File: src/rtl/ebc_arb_pkg.sv
// Shared constants and grant-decoding helpers for the EBC row request/grant path.
package ebc_arb_pkg;

   localparam int DEF_WIDTH   = 8;
   localparam int DEF_X_WIDTH = 3;
   localparam int DEF_CNT_W   = 2;
   localparam int DEF_DROP_W  = 16;

   // Index of the set bit in a one-hot vector (OR of indices; meaningful only when one-hot).
   function automatic logic [DEF_X_WIDTH-1:0] onehot_to_idx(input logic [DEF_WIDTH-1:0] oh);
      logic [DEF_X_WIDTH-1:0] idx;
      idx = '0;
      for (int i = 0; i < DEF_WIDTH; i++) begin
         if (oh[i]) begin
            idx = idx | DEF_X_WIDTH'(i);
         end
      end
      return idx;
   endfunction

   // True when exactly one bit is set.
   function automatic logic is_onehot(input logic [DEF_WIDTH-1:0] oh);
      logic [DEF_WIDTH-1:0] one_less;
      one_less = oh - {{(DEF_WIDTH-1){1'b0}}, 1'b1};
      return (oh != '0) && ((oh & one_less) == '0);
   endfunction

endpackage

File: src/rtl/row_evt_counter.sv
// Per-row pending-event counter: saturating up on events, down on retired grants.
module row_evt_counter
   import ebc_arb_pkg::*;
#(
   parameter int CNT_W = DEF_CNT_W
) (
   input  logic             clk_i,
   input  logic             reset_i,
   input  logic             inc_i,
   input  logic             dec_i,
   output logic [CNT_W-1:0] cnt_o,
   output logic             nz_o,
   output logic             drop_o
);

   localparam logic [CNT_W-1:0] CNT_MAX = '1;
   localparam logic [CNT_W-1:0] CNT_ONE = {{(CNT_W-1){1'b0}}, 1'b1};

   logic [CNT_W-1:0] cnt_reg;
   logic [CNT_W-1:0] cnt_next;
   logic             nz_reg;

   // Next count: simultaneous inc and dec cancel, a full counter drops the new event.
   always_comb begin
      cnt_next = cnt_reg;
      drop_o   = 1'b0;
      if (inc_i && !dec_i) begin
         if (cnt_reg == CNT_MAX) begin
            drop_o = 1'b1;
         end else begin
            cnt_next = cnt_reg + CNT_ONE;
         end
      end else if (dec_i && !inc_i) begin
         if (cnt_reg != '0) begin
            cnt_next = cnt_reg - CNT_ONE;
         end
      end
   end

   // Count and its non-zero flag register together so the request tracks the count exactly.
   always_ff @(posedge clk_i) begin
      if (!reset_i) begin
         cnt_reg <= '0;
         nz_reg  <= 1'b0;
      end else begin
         cnt_reg <= cnt_next;
         nz_reg  <= (cnt_next != '0);
      end
   end

   assign cnt_o = cnt_reg;
   assign nz_o  = nz_reg;

endmodule

File: src/rtl/row_req_source.sv
// Requester side of the row arbiter handshake: queues row events, retires them on legal grants,
// and reports dropped events and grant protocol violations.
module row_req_source
   import ebc_arb_pkg::*;
#(
   parameter int WIDTH   = DEF_WIDTH,
   parameter int x_width = DEF_X_WIDTH,
   parameter int CNT_W   = DEF_CNT_W,
   parameter int DROP_W  = DEF_DROP_W
) (
   input  logic              clk_i,
   input  logic              reset_i,
   input  logic              enable_i,
   input  logic [WIDTH-1:0]  evt_i,
   input  logic [WIDTH-1:0]  gnt_i,
   input  logic [x_width-1:0] xadd_i,
   output logic [WIDTH-1:0]  req_o,
   output logic              busy_o,
   output logic              overflow_o,
   output logic [DROP_W-1:0] drop_cnt_o,
   output logic              err_o
);

   localparam int DNUM_W = $clog2(WIDTH + 1);

   logic [CNT_W-1:0]   cnt_all [WIDTH];
   logic [WIDTH-1:0]   drop_vec;
   logic [x_width-1:0] gnt_idx;
   logic               gnt_onehot;
   logic               gnt_ok;
   logic               legal;
   logic               grant_err;
   logic [DNUM_W-1:0]  drop_num;
   logic [DROP_W:0]    drop_sum;
   logic [DROP_W-1:0]  drop_cnt_next;
   logic [DROP_W-1:0]  drop_cnt_reg;
   logic               overflow_reg;
   logic               err_reg;

   // Grant is legal only if one-hot, aimed at a row that is requesting, and the index agrees.
   always_comb begin
      gnt_idx    = onehot_to_idx(gnt_i);
      gnt_onehot = is_onehot(gnt_i);
      gnt_ok     = gnt_onehot && (cnt_all[gnt_idx] != '0) && (xadd_i == gnt_idx);
      legal      = enable_i && gnt_ok;
      grant_err  = enable_i && (gnt_i != '0) && !gnt_ok;
   end

   generate
      for (genvar gi = 0; gi < WIDTH; gi++) begin : g_row
         row_evt_counter #(
            .CNT_W(CNT_W)
         ) u_cnt (
            .clk_i  (clk_i),
            .reset_i(reset_i),
            .inc_i  (evt_i[gi]),
            .dec_i  (legal & gnt_i[gi]),
            .cnt_o  (cnt_all[gi]),
            .nz_o   (req_o[gi]),
            .drop_o (drop_vec[gi])
         );
      end
   endgenerate

   // Count rows dropping an event this edge and add them to the saturating total.
   always_comb begin
      drop_num = '0;
      for (int i = 0; i < WIDTH; i++) begin
         drop_num = drop_num + {{(DNUM_W-1){1'b0}}, drop_vec[i]};
      end
      drop_sum      = {1'b0, drop_cnt_reg} + {{(DROP_W+1-DNUM_W){1'b0}}, drop_num};
      drop_cnt_next = drop_sum[DROP_W] ? {DROP_W{1'b1}} : drop_sum[DROP_W-1:0];
   end

   // Status registers: sticky error, per-cycle overflow pulse, dropped-event total.
   always_ff @(posedge clk_i) begin
      if (!reset_i) begin
         err_reg      <= 1'b0;
         overflow_reg <= 1'b0;
         drop_cnt_reg <= '0;
      end else begin
         err_reg      <= err_reg | grant_err;
         overflow_reg <= (drop_vec != '0);
         drop_cnt_reg <= drop_cnt_next;
      end
   end

   assign busy_o     = |req_o;
   assign overflow_o = overflow_reg;
   assign drop_cnt_o = drop_cnt_reg;
   assign err_o      = err_reg;

endmodule

File: config.mk
export PLATFORM = sky130hd
export DESIGN_NAME = row_req_source
export DESIGN_NICKNAME = d
export VERILOG_FILES = /design/src/rtl/ebc_arb_pkg.sv /design/src/rtl/row_evt_counter.sv /design/src/rtl/row_req_source.sv
export SDC_FILE = /design/constraint.sdc
export NUM_CORES = 1
export LEC_CHECK = 0
export ABC_CLOCK_PERIOD_IN_PS = 9100
export CAP_MARGIN = 20
export CORE_MARGIN = 4
export CORE_UTILIZATION = 50
export DETAILED_ROUTE_END_ITERATION = 8
export GPL_TIMING_DRIVEN = 0
export HOLD_SLACK_MARGIN = 0.02
export PLACE_DENSITY = 0.79
export SYNTH_ARGS = -nofsm -noshare
export SYNTH_HDL_FRONTEND = slang
export SYNTH_SLANG_ARGS = --single-unit
File: constraint.sdc
create_clock -name clk_i -period 9.1 [get_ports clk_i]
set_input_delay 2.275 -clock clk_i [delete_from_list [all_inputs] [get_ports clk_i]]
set_output_delay 2.275 -clock clk_i [all_outputs]
set_load 0.1 [all_outputs]
==> impl_metrics.json, run 1 <==
{
  "status": "finished clean",
  "crit_fanout": 13,
  "final_common_cell": "clkdlybuf4s50_1",
  "r2r-start": "g_row[1].u_cnt.cnt_o[0]",
  "cp.required_ns": 9.26,
  "diodes": 0,
  "ys_seq_area_share_pct": 31.5,
  "gp_congestion": 0.874,
  "grt_first_pass_wirelength_mm": 10.9,
  "io_pins": 49,
  "holdPathStages": 2,
  "p_sw_mw": 0.167,
  "fp.coreArea_mm2": 0.00514,
  "fill_cells": 459,
  "maxCapViolations": 0,
  "cts.sinks": 42,
  "antenna_found_initial": 0,
  "dp_hpwl_mm": 4.95,
  "fp.dieH_um": 81.0,
  "grt-ovfl-total": 0,
  "finalClockSkew_ns": 0.00980,
  "min_from": "err_o",
  "grt_max_degree": 14,
  "fin_crit_sh_pct": 94.9,
  "cp-start-kind": "input pin",
  "cts_root_buffer": "clkbuf_8",
  "vias": 2529,
  "cts_resized": 0,
  "crit_chain": "clkdlybuf4s50_1, buf_2, or4_4, o31ai_1, nand4_1, a311oi_4, buf_4, a41oi_1, and3_1, fa_1, inv_1, fa_1, inv_1, fa_1, fa_1, fa_1, a21o_1, a21oi_1, nor2_1, nand2_1, or3_1, a21oi_1",
  "rows": 26,
  "htree_levels": 2,
  "rsz0062_at_grt": "false",
  "grt_use_met2_pct": 36.5,
  "ant_nets": 0,
  "tightestPinTransition_ns": 0.972,
  "tns_ns": 0,
  "clkPwrFrac_pct": 26.9,
  "relSlewSlack_pct": 35.0,
  "ys_ff_latch": 42,
  "synth_warnings": 0,
  "grt_use_met1_pct": 26.5,
  "clk_pin_slew_ns": 0.09,
  "grt_usage_pct": 20.9,
  "power_leakage_nw": 1.30,
  "nets": 399,
  "vdd_drop_max_v": 0.0000934,
  "cts_tree": "yes",
  "worst-r2r-setup-slack_ns": 3.12,
  "post_cts_buffers": 0,
  "grt_pass1_vias": 2376,
  "drcViolationCount": 0,
  "syn-num-nets": 348,
  "yosys_most_used_dff": "dfxtp_1",
  "cts.path.max_buffers": 2,
  "max_clock_freq_mhz": 116,
  "path_class": "input pin to register",
  "drtPass1Iterations": 4,
  "use_met3_pct": 3.88,
  "start_util_pct": 51.9,
  "comb_power_share_pct": 29.0,
  "drv_slew": 0,
  "syn_inst": 315,
  "dieArea_mm2": 0.00657,
  "rr_worst_depth": 19,
  "setup_viol": 0,
  "layout_common_cells": "clkdlybuf4s50_1 (45), dfxtp_1 (42), nor2_1 (28)",
  "p_int_mw": 0.305,
  "hold_class": "register to register",
  "vias_per_cell": 5.79,
  "synth_cell_types": 59,
  "routed_wl_mm": 6.53,
  "critPathSlowestCell": "fa_1",
  "min_to": "err_o",
  "syn_area_mm2": 0.00267,
  "drt_iter0_markers": 186,
  "place.port_buffers": 45,
  "syn2layout_area_growth_pct": 23.6,
  "power_per_cell_area_mw_per_mm2": 143,
  "pwr-share-seq_pct": 44.1,
  "arrival_ns": 8.79,
  "synth-edff-count": 0,
  "grt_busiest_layer": "met2",
  "cts_made_buffers": 5,
  "clock_latency_ns": 0.30,
  "routedWlPerCell_um": 14.9,
  "period_minus_slack_ns": 8.63,
  "crit_buf_inv": 5,
  "async_flop_share_pct": 0,
  "cpMostUsedCell": "fa_1",
  "die_width_um": 81.0,
  "sw_frac_of_total_pct": 35.4,
  "synth.avg_cell_area_um2": 8.46,
  "holdWs_ns": 0.488,
  "path_depth": 22,
  "hold_viol": 0,
  "cp-end-kind": "register",
  "critPathTopFamily": "adder cells",
  "reg2reg_to": "drop_cnt_o[4]",
  "drive_gt1_share_pct": 8.17,
  "slowest_delay_ns": 0.53
}
==> worst max path at each step <==
stage / from / endpoint / slack [ns]
2_1_floorplan: gnt_i[7] / drop_cnt_o[10] / 1.04
3_3_place_gp: gnt_i[6] / drop_cnt_o[8] / -0.05
3_5_place_dp: gnt_i[6] / drop_cnt_o[3] / -0.11
4_1_cts: gnt_i[6] / drop_cnt_o[4] / 0.20
5_1_grt: gnt_i[2] / drop_cnt_o[8] / 0.04
6_report: gnt_i[2] / drop_cnt_o[4] / 0.47
==> Yosys cell counts, drive strengths merged, types with 2 or more instances <==
cell	n	share of area, %
a211oi	2	0.56
a21o	2	0.56
a21oi	27	5.1
a221oi	2	0.89
a311o	2	0.75
a31oi	4	0.94
a32oi	2	0.66
a41oi	9	3.0
and2	9	2.1
and3	6	1.4
buf	14	3.7
clkbuf	8	1.1
dfxtp	42	32
fa	5	3.8
ha	6	2.8
inv	12	1.7
mux2i	6	2.3
nand2	23	3.2
nand2b	5	1.2
nand3	6	1.1
nand4	13	3.3
nor2	28	3.9
nor2b	10	2.3
nor3	7	1.3
nor4	6	2.2
o2111a	2	0.84
o211a	3	1.1
o21a	8	2.3
o21ai	8	1.5
o31ai	4	1.1
o41ai	2	0.66
or3	2	0.47
or4	2	0.70
xnor2	8	2.6
xor2	5	1.6
==> metrics by stage <==
stage / total power [mW] / cells / worst slack [ns] / instance area (µm²) / util [%]
after detailed placement: 0.349 / 430 / -0.107 / 3200 / 62.3
final: 0.473 / 437 / 0.467 / 3300 / 64.1
after floorplan: 0.312 / 315 / 1.04 / 2670 / -
after global placement: 0.346 / 430 / -0.0517 / 3200 / 62.3
after CTS: 0.477 / 438 / 0.198 / 3300 / 64.2
after global routing: 0.499 / 437 / 0.0425 / 3300 / 64.1
==> worst reg2reg max path, cell delays in order (launching register included) <==
cell and delay (ns):
dfxtp_1 0.41, nor2_1 0.09, a2111o_1 0.45, a311oi_4 0.39, buf_4 0.24, a41oi_1 0.22, and3_1 0.28, fa_1 0.50
inv_1 0.06, fa_1 0.53, inv_1 0.05, fa_1 0.50, fa_1 0.47, fa_1 0.42, a21o_1 0.19, a21oi_1 0.21
nor2_1 0.12, nand2_1 0.17, or3_1 0.42, a21oi_1 0.13
==> state kept, by name (all words and copies together), names as in the netlist <==
| signal | cells |
|---|---|
| overflow_o | 1 |
| drop_cnt_o | 16 |
| g_row.u_cnt.cnt_o | 16 |
| err_o | 1 |
| g_row.u_cnt.nz_o | 8 |
==> area by class of cell <==
cell class / count / area (µm²) / share of cell area (%)
repair buffers: 45 / 450 / 13.7
multi-input cells: 239 / 1650 / 50.1
inverters: 12 / 45.0 / 1.37
well taps: 70 / 87.6 / 2.66
clock buffers: 6 / 82.6 / 2.51
flip-flops and latches: 42 / 841 / 25.5
plain buffers: 21 / 125 / 3.80
clock inverters: 2 / 12.5 / 0.380
==> cells by family (layout without fill, tap and decap cells) <==
group | count (synthesis) | in the layout | share of synthesized area, %
multiplexers | 6 | 6 | 2.25
XOR/XNOR | 13 | 13 | 4.27
AND/OR/NAND/NOR | 122 | 122 | 24.9
AO/OA/AOI/OAI | 86 | 86 | 23.6
adder cells (fa/ha/maj) | 12 | 12 | 6.95
buffers and inverters | 34 | 86 | 6.52
flip-flops | 42 | 42 | 31.5
==> metal layers <==
metal | wire [µm] | share of wire (%)
met2 | 3150 | 48
met1 | 2870 | 44
met5 | 0 | 0
met3 | 420 | 6.4
met4 | 86 | 1.3
==> what timing repair did <==
| action | 4_1_cts | 5_1_grt |
|---|---|---|
| endpoints found under the setup margin | 0 | 10 |
| hold buffers | 0 | 0 |
| endpoints found under the hold margin | 0 | 0 |
==> power by group through the flow <==
stage | Clock [mW] | Sequential (mW) | Combinational, mW
2_1_floorplan | 0 | 0.226 | 0.0861
3_3_place_gp | 0 | 0.212 | 0.134
3_5_place_dp | 0 | 0.213 | 0.137
4_1_cts | 0.131 | 0.208 | 0.137
5_1_grt | 0.140 | 0.211 | 0.148
6_report | 0.127 | 0.208 | 0.137
No activity file was read; power rests on OpenSTA's default activity.
==> inputs of run 2 (changes only) <==
--- a/config.mk
+++ b/config.mk
@@ -5,7 +5,7 @@
 export SDC_FILE = /design/constraint.sdc
 export NUM_CORES = 1
 export LEC_CHECK = 0
-export ABC_CLOCK_PERIOD_IN_PS = 9100
+export ABC_CLOCK_PERIOD_IN_PS = 9700
 export CAP_MARGIN = 20
 export CORE_MARGIN = 4
 export CORE_UTILIZATION = 50
==> constraint.sdc (replaced) <==
create_clock -name clk_i -period 9.7 [get_ports clk_i]
set_input_delay 2.425 -clock clk_i [delete_from_list [all_inputs] [get_ports clk_i]]
set_output_delay 2.425 -clock clk_i [all_outputs]
set_load 0.1 [all_outputs]
==> impl_metrics.json, run 2 (same netlist as run 1, synthesis figures left out) <==
{
  "r2r-start": "g_row[1].u_cnt.cnt_o[0]",
  "slowest_delay_ns": 0.59,
  "start_util_pct": 51.9,
  "p_int_mw": 0.286,
  "post_cts_buffers": 0,
  "crit_chain": "clkdlybuf4s50_1, nor4_4, nor3_1, a2111o_1, a311oi_4, buf_4, a41oi_1, and3_1, fa_1, inv_1, fa_1, inv_1, fa_1, fa_1, fa_1, a21o_1, a21oi_1, nor2_1, nand2_1, or3_1, clkbuf_1, a21oi_1",
  "crit_buf_inv": 5,
  "rsz0062_at_grt": "false",
  "dp_hpwl_mm": 4.95,
  "grt_usage_pct": 20.9,
  "tightestPinTransition_ns": 0.972,
  "drt_iter0_markers": 148,
  "fill_cells": 459,
  "diodes": 0,
  "fp.coreArea_mm2": 0.00514,
  "pwr-share-seq_pct": 44.1,
  "worst-r2r-setup-slack_ns": 3.50,
  "multi_input_area_mm2": 0.00165,
  "cts.sinks": 42,
  "vias_per_cell": 5.86,
  "sw_frac_of_total_pct": 35.3,
  "clk_pin_slew_ns": 0.09,
  "holdPathStages": 2,
  "cts_root_buffer": "clkbuf_8",
  "crit_fanout": 10,
  "hold_viol": 0,
  "io_pins": 49,
  "cts_made_buffers": 5,
  "cp-end-kind": "register",
  "gp_congestion": 0.874,
  "setup_viol": 0,
  "drv_slew": 0,
  "layout.area.seq_um2": 841,
  "max_clock_freq_mhz": 110,
  "rr_worst_depth": 20,
  "p_sw_mw": 0.157,
  "drcViolationCount": 0,
  "critPathTopFamily": "adder cells",
  "grt_max_degree": 14,
  "comb_power_share_pct": 29.1,
  "cts_resized": 0,
  "tns_ns": 0,
  "cpMostUsedCell": "fa_1",
  "arrival_ns": 9.26,
  "cp-start-kind": "input pin",
  "cp.required_ns": 9.86,
  "drive_gt1_share_pct": 8.15,
  "power_per_cell_area_mw_per_mm2": 134,
  "syn2layout_area_growth_pct": 23.7,
  "path_class": "input pin to register",
  "drtPass1Iterations": 4,
  "min_from": "err_o",
  "grt-ovfl-total": 0,
  "antenna_found_initial": 0,
  "finalClockSkew_ns": 0.00647,
  "routed_wl_mm": 6.55,
  "final_common_cell": "clkdlybuf4s50_1",
  "ant_nets": 0,
  "relSlewSlack_pct": 35.0,
  "routedWlPerCell_um": 14.9,
  "min_to": "err_o",
  "period_minus_slack_ns": 9.10,
  "fin_crit_sh_pct": 93.9,
  "layout_common_cells": "clkdlybuf4s50_1 (45), dfxtp_1 (42), nor2_1 (28)",
  "grt_first_pass_wirelength_mm": 10.9,
  "vdd_drop_max_v": 0.0000875,
  "cts_hold_buf": 0,
  "maxCapViolations": 0,
  "grt_pass1_vias": 2376,
  "critPathSlowestCell": "nor4_4",
  "reg2reg_to": "drop_cnt_o[7]",
  "place.port_buffers": 45,
  "vias": 2565,
  "fp.dieH_um": 81.0,
  "htree_levels": 2,
  "cts.path.max_buffers": 2,
  "power_leakage_nw": 1.31,
  "clkPwrFrac_pct": 26.9,
  "status": "finished clean",
  "nets": 400,
  "die_width_um": 81.0,
  "hold_class": "register to register",
  "clock_latency_ns": 0.30,
  "cts_tree": "yes",
  "rows": 26,
  "fin_util_pct": 64.2,
  "dieArea_mm2": 0.00657
}
## run 2: cell types whose count changed in the layout (fill, tap and decap cells not counted), sizes merged
cell,change
clkbuf,+1
## run 2: power by group through the flow
stage	logic [mW]	registers (mW)	clock network, mW
2_1_floorplan	0.0807	0.212	0
3_3_place_gp	0.126	0.199	0
3_5_place_dp	0.128	0.199	0
4_1_cts	0.129	0.195	0.123
5_1_grt	0.139	0.198	0.132
6_report	0.129	0.195	0.119
## run 2: worst max path at each step
| stage | slack [ns] | to | cells after the start | start |
|---|---|---|---|---|
| finish | 0.60 | drop_cnt_o[7] | 22 | gnt_i[6] |
| global route | 0.25 | drop_cnt_o[8] | 22 | gnt_i[6] |
| CTS | 0.65 | drop_cnt_o[4] | 22 | gnt_i[6] |
| detailed placement | 0.34 | drop_cnt_o[3] | 22 | gnt_i[6] |
| global placement | 0.40 | drop_cnt_o[8] | 22 | gnt_i[6] |
| floorplan | 1.49 | drop_cnt_o[10] | 22 | gnt_i[7] |
## run 2: metal layers
| layer | GRT usage [%] | wire, µm |
|---|---|---|
| met4 | 4.73 | 82 |
| met1 | 26.5 | 2980 |
| met5 | 0 | 0 |
| met2 | 36.5 | 3140 |
| met3 | 3.88 | 349 |
## run 2: stage by stage
stage / cells / setup slack [ns] / power [mW] / hold slack [ns] / cell area, µm²
after floorplan: 315 / 1.49 / 0.292 / 0.474 / 2670
after global placement: 430 / 0.398 / 0.325 / 0.467 / 3200
after detailed placement: 430 / 0.343 / 0.328 / 0.473 / 3200
after CTS: 438 / 0.648 / 0.447 / 0.491 / 3300
after global routing: 438 / 0.251 / 0.468 / 0.540 / 3300
final: 438 / 0.596 / 0.443 / 0.495 / 3300
## run 2: final cells by class
cell class / count / share of cell area, %
well taps: 70 / 2.65
plain buffers: 22 / 3.91
clock buffers: 6 / 2.50
clock inverters: 2 / 0.379
inverters: 12 / 1.37
flip-flops and latches: 42 / 25.5
repair buffers: 45 / 13.7
multi-input cells: 239 / 50.1
## run 2: worst min-delay path, stage by stage, from the launching register on
cell	delay [ns]
dfxtp_1	0.34
a31oi_1	0.04
nor2_1	0.08
==> inputs of run 3 (changes only) <==
--- a/config.mk
+++ b/config.mk
@@ -16,3 +16,4 @@
 export SYNTH_ARGS = -nofsm -noshare
 export SYNTH_HDL_FRONTEND = slang
 export SYNTH_SLANG_ARGS = --single-unit
+export TNS_END_PERCENT = 30
==> results of run 3 <==
The final DEF is identical to that of run 2; final timing and power are the same.
